===== src/rtl/bram_stream_reader.sv =====
// bram_stream_reader
//   Streams a burst of words out of a BRAM-style read port (one cycle of read
//   latency) onto a valid/ready stream. A 2-entry output FIFO decouples the
//   sink from the memory. Reads are throttled so that FIFO entries plus reads
//   in flight never exceed two, which means no returning word is ever dropped.
//
// Ports
//   clock, reset_n       single clock, asynchronous active-low reset
//   start                begin a burst (sampled only when idle)
//   base_addr, length    first word address and word count (0..2^ADDRESS_WIDTH)
//   busy                 high while a burst is in progress
//   done                 one-cycle pulse when a burst completes
//   mem_raddr, mem_dout  BRAM read port (dout valid one cycle after raddr)
//   out_valid/ready      stream handshake
//   out_data, out_last   stream payload and end-of-burst marker
//   stall_count          (only with BRAM_READER_STALL_CNT_EN) saturating count
//                        of cycles with out_valid=1 and out_ready=0
//
// Build option: define BRAM_READER_STALL_CNT_EN to add stall_count.
//
// state | meaning
// IDLE  | waiting for start; a zero-length start only pulses done
// RUN   | issuing reads, throttled by FIFO room
// DRAIN | all reads issued; emptying the FIFO until the out_last handshake

module bram_stream_reader #(
   parameter int DATA_WIDTH    = 16,
   parameter int ADDRESS_WIDTH = 11
) (
   input  logic                     clock,
   input  logic                     reset_n,
   input  logic                     start,
   input  logic [ADDRESS_WIDTH-1:0] base_addr,
   input  logic [ADDRESS_WIDTH:0]   length,
   output logic                     busy,
   output logic                     done,
   output logic [ADDRESS_WIDTH-1:0] mem_raddr,
   input  logic [DATA_WIDTH-1:0]    mem_dout,
   output logic                     out_valid,
   input  logic                     out_ready,
   output logic [DATA_WIDTH-1:0]    out_data,
   output logic                     out_last
`ifdef BRAM_READER_STALL_CNT_EN
   ,
   output logic [31:0]              stall_count
`endif
);

   typedef enum logic [1:0] {
      IDLE  = 2'd0,
      RUN   = 2'd1,
      DRAIN = 2'd2
   } state_t;

   localparam logic [ADDRESS_WIDTH-1:0] ADDR_ONE = {{(ADDRESS_WIDTH-1){1'b0}}, 1'b1};
   localparam logic [ADDRESS_WIDTH:0]   LEFT_ONE = {{ADDRESS_WIDTH{1'b0}}, 1'b1};

   state_t                   state_q, state_d;
   logic [ADDRESS_WIDTH-1:0] addr_q, addr_d;
   logic [ADDRESS_WIDTH:0]   rd_left_q, rd_left_d;
   logic                     inflight_q, inflight_d;
   logic                     inflight_last_q, inflight_last_d;
   logic [1:0]               cnt_q, cnt_d;
   logic [DATA_WIDTH-1:0]    head_data_q, head_data_d;
   logic [DATA_WIDTH-1:0]    tail_data_q, tail_data_d;
   logic                     head_last_q, head_last_d;
   logic                     tail_last_q, tail_last_d;
   logic                     done_q, done_d;
   logic                     pop;
   logic                     issue;
   logic [2:0]               occ_sum;

   always_comb begin
      pop     = (cnt_q != 2'd0) && out_ready;
      occ_sum = {1'b0, cnt_q} + {2'b00, inflight_q};
      // A pop this cycle frees one slot, so the limit moves from 2 to 3.
      issue   = (state_q == RUN) && (rd_left_q != '0) &&
                (pop ? (occ_sum < 3'd3) : (occ_sum < 3'd2));

      state_d         = state_q;
      addr_d          = addr_q;
      rd_left_d       = rd_left_q;
      inflight_d      = 1'b0;
      inflight_last_d = 1'b0;
      done_d          = 1'b0;

      case (state_q)
         IDLE: begin
            if (start) begin
               if (length != '0) begin
                  state_d   = RUN;
                  addr_d    = base_addr;
                  rd_left_d = length;
               end else begin
                  done_d = 1'b1;
               end
            end
         end
         RUN: begin
            if (issue) begin
               addr_d          = addr_q + ADDR_ONE;
               rd_left_d       = rd_left_q - LEFT_ONE;
               inflight_d      = 1'b1;
               inflight_last_d = (rd_left_q == LEFT_ONE);
               if (rd_left_q == LEFT_ONE) begin
                  state_d = DRAIN;
               end
            end
         end
         DRAIN: begin
            if (pop && head_last_q) begin
               state_d = IDLE;
               done_d  = 1'b1;
            end
         end
         default: state_d = IDLE;
      endcase

      head_data_d = head_data_q;
      tail_data_d = tail_data_q;
      head_last_d = head_last_q;
      tail_last_d = tail_last_q;
      cnt_d       = cnt_q;
      if (pop) begin
         head_data_d = tail_data_q;
         head_last_d = tail_last_q;
         cnt_d       = cnt_q - 2'd1;
      end
      // Memory data is only meaningful the cycle after a read was issued.
      if (inflight_q) begin
         if (cnt_d == 2'd0) begin
            head_data_d = mem_dout;
            head_last_d = inflight_last_q;
         end else begin
            tail_data_d = mem_dout;
            tail_last_d = inflight_last_q;
         end
         cnt_d = cnt_d + 2'd1;
      end
   end

   always_ff @(posedge clock or negedge reset_n) begin
      if (!reset_n) begin
         state_q         <= IDLE;
         addr_q          <= '0;
         rd_left_q       <= '0;
         inflight_q      <= 1'b0;
         inflight_last_q <= 1'b0;
         cnt_q           <= 2'd0;
         head_data_q     <= '0;
         tail_data_q     <= '0;
         head_last_q     <= 1'b0;
         tail_last_q     <= 1'b0;
         done_q          <= 1'b0;
      end else begin
         state_q         <= state_d;
         addr_q          <= addr_d;
         rd_left_q       <= rd_left_d;
         inflight_q      <= inflight_d;
         inflight_last_q <= inflight_last_d;
         cnt_q           <= cnt_d;
         head_data_q     <= head_data_d;
         tail_data_q     <= tail_data_d;
         head_last_q     <= head_last_d;
         tail_last_q     <= tail_last_d;
         done_q          <= done_d;
      end
   end

   assign busy      = (state_q != IDLE);
   assign done      = done_q;
   assign mem_raddr = addr_q;
   assign out_valid = (cnt_q != 2'd0);
   assign out_data  = head_data_q;
   // The head flag goes stale once the head is popped, so gate it with valid.
   assign out_last  = head_last_q && (cnt_q != 2'd0);

`ifdef BRAM_READER_STALL_CNT_EN
   logic [31:0] stall_q, stall_d;

   always_comb begin
      stall_d = stall_q;
      if ((state_q == IDLE) && start) begin
         stall_d = '0;
      end else if ((cnt_q != 2'd0) && !out_ready && (stall_q != '1)) begin
         stall_d = stall_q + 32'd1;
      end
   end

   always_ff @(posedge clock or negedge reset_n) begin
      if (!reset_n) begin
         stall_q <= '0;
      end else begin
         stall_q <= stall_d;
      end
   end

   assign stall_count = stall_q;
`endif

endmodule


===== config.mk =====
export PLATFORM = sky130hd
export DESIGN_NAME = bram_stream_reader
export DESIGN_NICKNAME = d
export VERILOG_FILES = /design/src/rtl/bram_stream_reader.sv
export SDC_FILE = /design/constraint.sdc
export NUM_CORES = 1
export LEC_CHECK = 0
export ABC_AREA = 1
export CAP_MARGIN = 15
export CORE_ASPECT_RATIO = 0.6
export CORE_MARGIN = 2
export CORE_UTILIZATION = 55
export CTS_CLUSTER_DIAMETER = 30
export DETAILED_ROUTE_END_ITERATION = 6
export GPL_ROUTABILITY_DRIVEN = 0
export PLACE_DENSITY_LB_ADDON = 0.3
export SYNTH_ARGS = -nofsm -noshare
export SYNTH_HDL_FRONTEND = slang
export SYNTH_SLANG_ARGS = --single-unit
export TNS_END_PERCENT = 1

===== constraint.sdc =====
create_clock -name clock -period 3.2 [get_ports clock]
set_input_delay 0.64 -clock clock [delete_from_list [all_inputs] [get_ports clock]]
set_output_delay 0.64 -clock clock [all_outputs]
set_load 0.005 [all_outputs]

### Word level (Yosys, flattened, before mapping)

Cells that the tools add are included.

* input bits: 43
* output and inout port bits: 31
* flip-flop bits (word level): 64

* multiplexer cells: 31
* reduce and logical (&&, ||, !) cells: 15
* $add $sub $neg: 5
* $lt $le $gt $ge: 2
* bitwise logic cells: 1
* equal/unequal tests: 8

Operators by type and width (count)
* $mux 16: 3
* $mux 12: 3
* $mux 11: 3
* $pmux 12 s2: 1
* $reduce_bool 12->1: 2
* $pmux 11 s2: 1
* $mux 2: 7
* $eq 12x1->1 const B: 1
* $sub 12x1->12 const B: 1
* $add 11x1->11 const B: 1
* $mux 1: 11
* $ne 2x2->1 const B: 4
* $lt 3x2->1 const B: 2
* $pmux 2 s3: 1
* $reduce_bool 2->1: 3
* $logic_and 1x1->1: 5
* $reduce_and 5->1: 1
* $logic_not 2->1: 2
* $reduce_and 4->1: 1
* $add 2x1->3: 1
* $add 2x1->2 const B: 1
* $eq 2x1->1 const B: 1
* $eq 2x2->1 const B: 1
* $ne 2x1->1 const B: 1
* other kinds (4): 4

### Logic depth before layout (Yosys ltp)

* word-level depth: 6
* depth in mapped cells: 14
* mapped depth without buffers: 12

### Worst setup path after synthesis

No wires, ideal clock.

* path type: register to register
* start: register cnt_q[1]
* end: register tail_data_q[3]
* data required time: 3.067 ns
* arrival time: 2.069 ns
* stages on the path, launching flop included: 13
* setup slack: 0.998 ns
* setup time: 0.133 ns
* cells stage by stage: dfrtp_1 -> inv_1 -> ha_1 -> inv_1 -> nand2_1 -> buf_4 -> clkinv_1 -> o21ai_0 -> ha_1 -> inv_1 -> nand2_1 -> clkbuf_1 -> o21ai_0

* longest elaborated chain between the ends: 6

RTL lines
* start, declared: line 63 `logic [1:0] cnt_q, cnt_d;`
* start signal, assigned: line 161 `cnt_q <= cnt_d;`
* $reduce_bool 2->1
* via out_valid: line 39 `output logic out_valid,`
* $logic_and 1x1->1: line 74 `pop = (cnt_q != 2'd0) && out_ready;`
* $mux 2: line 124 `if (pop) begin`
* $logic_not 2->1: line 131 `if (cnt_d == 2'd0) begin`
* $not 1->1 (no source line)
* $reduce_and 2->1 (no source line)
* end signal, assigned: line 163 `tail_data_q <= tail_data_d;`
* end, declared: line 65 `logic [DATA_WIDTH-1:0] tail_data_q, tail_data_d;`

The timed path passes the listed nets, and every way through them passes these cells.
A chain may end at the register's enable or synchronous reset.

### Worst setup path in the final report

* start: input out_ready
* end: register tail_data_q[8]

* longest elaborated chain between the ends: 5

RTL lines
* start, declared: line 40 `input logic out_ready,`
* $logic_and 1x1->1: line 74
* $mux 2: line 124
* $logic_not 2->1: line 131
* $not 1->1 (no source line)
* $reduce_and 2->1 (no source line)

Every way passes these cells.

==> out/metrics.cfg <==
[sta]
finClkSkew_ns = 0.00617
layout_min_cycle_time_ns = 2.35
hold_ws_ns = 0.281
grt_setup_unrepaired = no
final-setup-viol-count = 0
timing.final.crit_share_pct = 73.6
worst_pin_slew_ns = 0.644
tns_ns = 0
final-max-slew-violation-count = 0
worst_slew_margin_rel_pct = 57.0
fmax_ghz = 0.425
finalHoldViolations = 0

[finish]
layout_commonest_cell = nand2_1
count_of_inserted_antenna_diode_cells = 0
post_route_cells_drive_above_1_share_pct = 6.99
syn2layout_area_growth_pct = 28.5
final_net_count = 605
final_core_util_pct = 73.9
layout.cells.most_common_list = nand2_1, clkdlybuf4s50_1, dfrtp_1, nor2_1, inv_1

[clock_network]
cts_max_path_buffers = 2
clkTransAtPathRegs_ns = 0.07
cts_buffers = 9
clock_sinks = 64
hold_buffers = 0
clock_insertion_delay_worst_skew_ns = 0.34
cts_repair_resize_count = 0
cts_tree = done
htree_num_levels = 3
cts_setup_buffers = 0
clock-root-buffer = clkbuf_8

[grt]
grt_use_total_pct = 26.7
grt_max_degree = 35
grt_pass1_wl_um = 14800
grt_pass1_vias = 3335
globalRoute.totalOverflow = 0
grt_antenna_before_repair = 0

[setup_path]
required_ns = 3.46
cpPeakStageDelay_ns = 0.43
cp-startpoint = out_ready
worst_reg2reg_path_endpoint = tail_data_q[8]
critical-path-slowest-cell = clkdlybuf4s50_1
critical_path.n_buffers_inverters = 4
cp_cell_sequence = clkdlybuf4s50_1 > nand2_1 > clkinv_1 > o21ai_0 > ha_1 > inv_1 > nand2_1 > buf_4 > nand2_1 > o21ai_0
setup.worst_path.class = input port to register
start_kind = input port
cpMostUsedCell = nand2_1
end_kind = register
worst_r2r_path_depth = 12
regToRegSetupSlack_ns = 0.89
critPathTopFamily = buffers and inverters
critical_path.reg2reg.startpoint = cnt_q[0]
crit_arrival_ns = 2.61
critical_path.max_fanout = 20
cp_num_cells = 10
worstSetupEndpoint = tail_data_q[8]

[power_and_ir_drop]
pwr_density_cell_nw_per_um2 = 1020
total_power_uw = 4670
ir_worst_vdd_mv = 0.503
p_leak_uw = 0.00227

[placed_design]
io_buffer_count = 73
hpwl_um = 6180

[logic_synthesis]
synth_seq_area_share_pct = 45.1
synth_largest_area_cell = dfrtp_1
netlist_area_um2 = 3550
synthTopCellsByArea = dfrtp_1, nand2_1, inv_1
synth-async-reset-ratio_pct = 100
synth.avg_cell_area_um2 = 7.42
synth-xor-area-share_pct = 1.23
combinational_family_with_the_most_area_after_synthesis = simple AND/OR/NAND/NOR gates
synth.yosys.warnings = 0
synth.distinct_cells = 31
synth-compound-area-share_pct = 10.1
post_synth_mux_area_share_pct = 1.90
synth_edf_count = 0
ys_ff_latch = 64
post-synth-top-area-fraction_pct = 45.1
post_synth_inst_count = 478
post_synth_fa_ha_maj_area_fraction_pct = 3.17
synth.net_count = 530
synth_ff_type = dfrtp_1
synth_simple_gate_area_share_pct = 30.5

[detailed_routing]
detail_route.wl_per_cell_um = 13.6
post_drt_via_cell_ratio = 5.32
number_of_antenna_violating_nets_in_the_routed_design = 0
routed-via-count = 3415
drcViolationCount = 0
number_of_detailed_routing_iterations_run_before_antenna_repair = 7
routed_wl_um = 8760
drt-initial-drc-count = 173

[die]
die_height_um = 66.2
coreArea_um2 = 6170
io_pins = 74
design.die.area_um2 = 7130
initial_utilization_pct = 57.5
fp.dieW_um = 108
std_cell_rows = 22

[worst_hold_path]
hold_path_class = input port to asynchronous set/reset pin

[flow_run]
cap_viol_max_count = 0

[run_status]
run_status = finished, final reports clean

-- worst min-delay path by stage --
| stage | slack [ns] | endpoint | from |
|---|---|---|---|
| floorplan | 0.34 | cnt_q[0] | reset_n |
| global placement | 0.47 | tail_data_q[0] | tail_data_q[0] |
| detailed placement | 0.48 | tail_data_q[14] | tail_data_q[14] |
| CTS | 0.28 | out_data[14] | reset_n |
| global route | 0.30 | tail_data_q[14] | reset_n |
| finish | 0.28 | out_data[10] | reset_n |
-- cell type report --
class                           count  area [um^2]
Multi-Input combinational cell    349         1670
Fill cell                         511         1610
Sequential cell                    64         1600
Timing Repair Buffer               81          786
Inverter                           48          180
Clock buffer                       11          141
Tap cell                           84          105
Clock inverter                      5         80.1
-- Yosys cell counts (2+ instances only) --
| master | number |
|---|---|
| o31ai_1 | 2 |
| buf_6 | 4 |
| clkinv_1 | 2 |
| or2_2 | 2 |
| nor2_1 | 45 |
| a31oi_1 | 6 |
| inv_1 | 45 |
| o22ai_1 | 11 |
| nand3_1 | 26 |
| nand4_1 | 8 |
| a21oi_1 | 4 |
| o21bai_1 | 3 |
| clkbuf_1 | 10 |
| nor2_2 | 2 |
| xor2_1 | 2 |
| ha_1 | 9 |
| buf_2 | 2 |
| mux2_2 | 6 |
| dfrtp_1 | 64 |
| nand2_1 | 182 |
| xnor2_1 | 3 |
| o21ai_0 | 31 |
-- logic make-up after synthesis --
| family | after synthesis |
|---|---|
| AOI/OAI and AO/OA | 61 |
| xor gates and xnor gates | 5 |
| adders and majority gates | 9 |
| buffers and inverters | 65 |
| DFF | 64 |
| muxes | 6 |
| and+or+nand+nor | 268 |
-- metal layers --
metal	up-vias	wire length, um	track usage, %
met1	1600	4100	35.0
met3	14	573	6.90
met2	126	3970	43.4
met4	0	117	9.13
met5	-	0	0
li1	1675	-	-
-- registers in the layout (all words and copies together), names as in the netlist --
signal           flops
out_data            16
tail_data_q         16
rd_left_q           12
mem_raddr           11
cnt_q                2
state_q              2
done                 1
head_last_q          1
inflight_last_q      1
inflight_q           1
tail_last_q          1
-- per-stage QoR --
stage,setup slack [ns],cell area (um^2),cells
after global placement,0.686,4340,626
after detailed placement,0.488,4340,626
final,0.845,4560,642
after CTS,0.845,4560,642
after global routing,0.587,4560,642
after floorplan,0.998,3550,478
-- power breakdown --
| part | switching, uW | leakage, uW | internal, uW | total (uW) |
|---|---|---|---|---|
| Combinational | 1340 | 0.00138 | 1040 | 2380 |
| Sequential | 321 | 0.000787 | 1200 | 1520 |
| Clock | 314 | 0.000106 | 459 | 772 |
No activity file was read; power rests on OpenSTA's default activity.
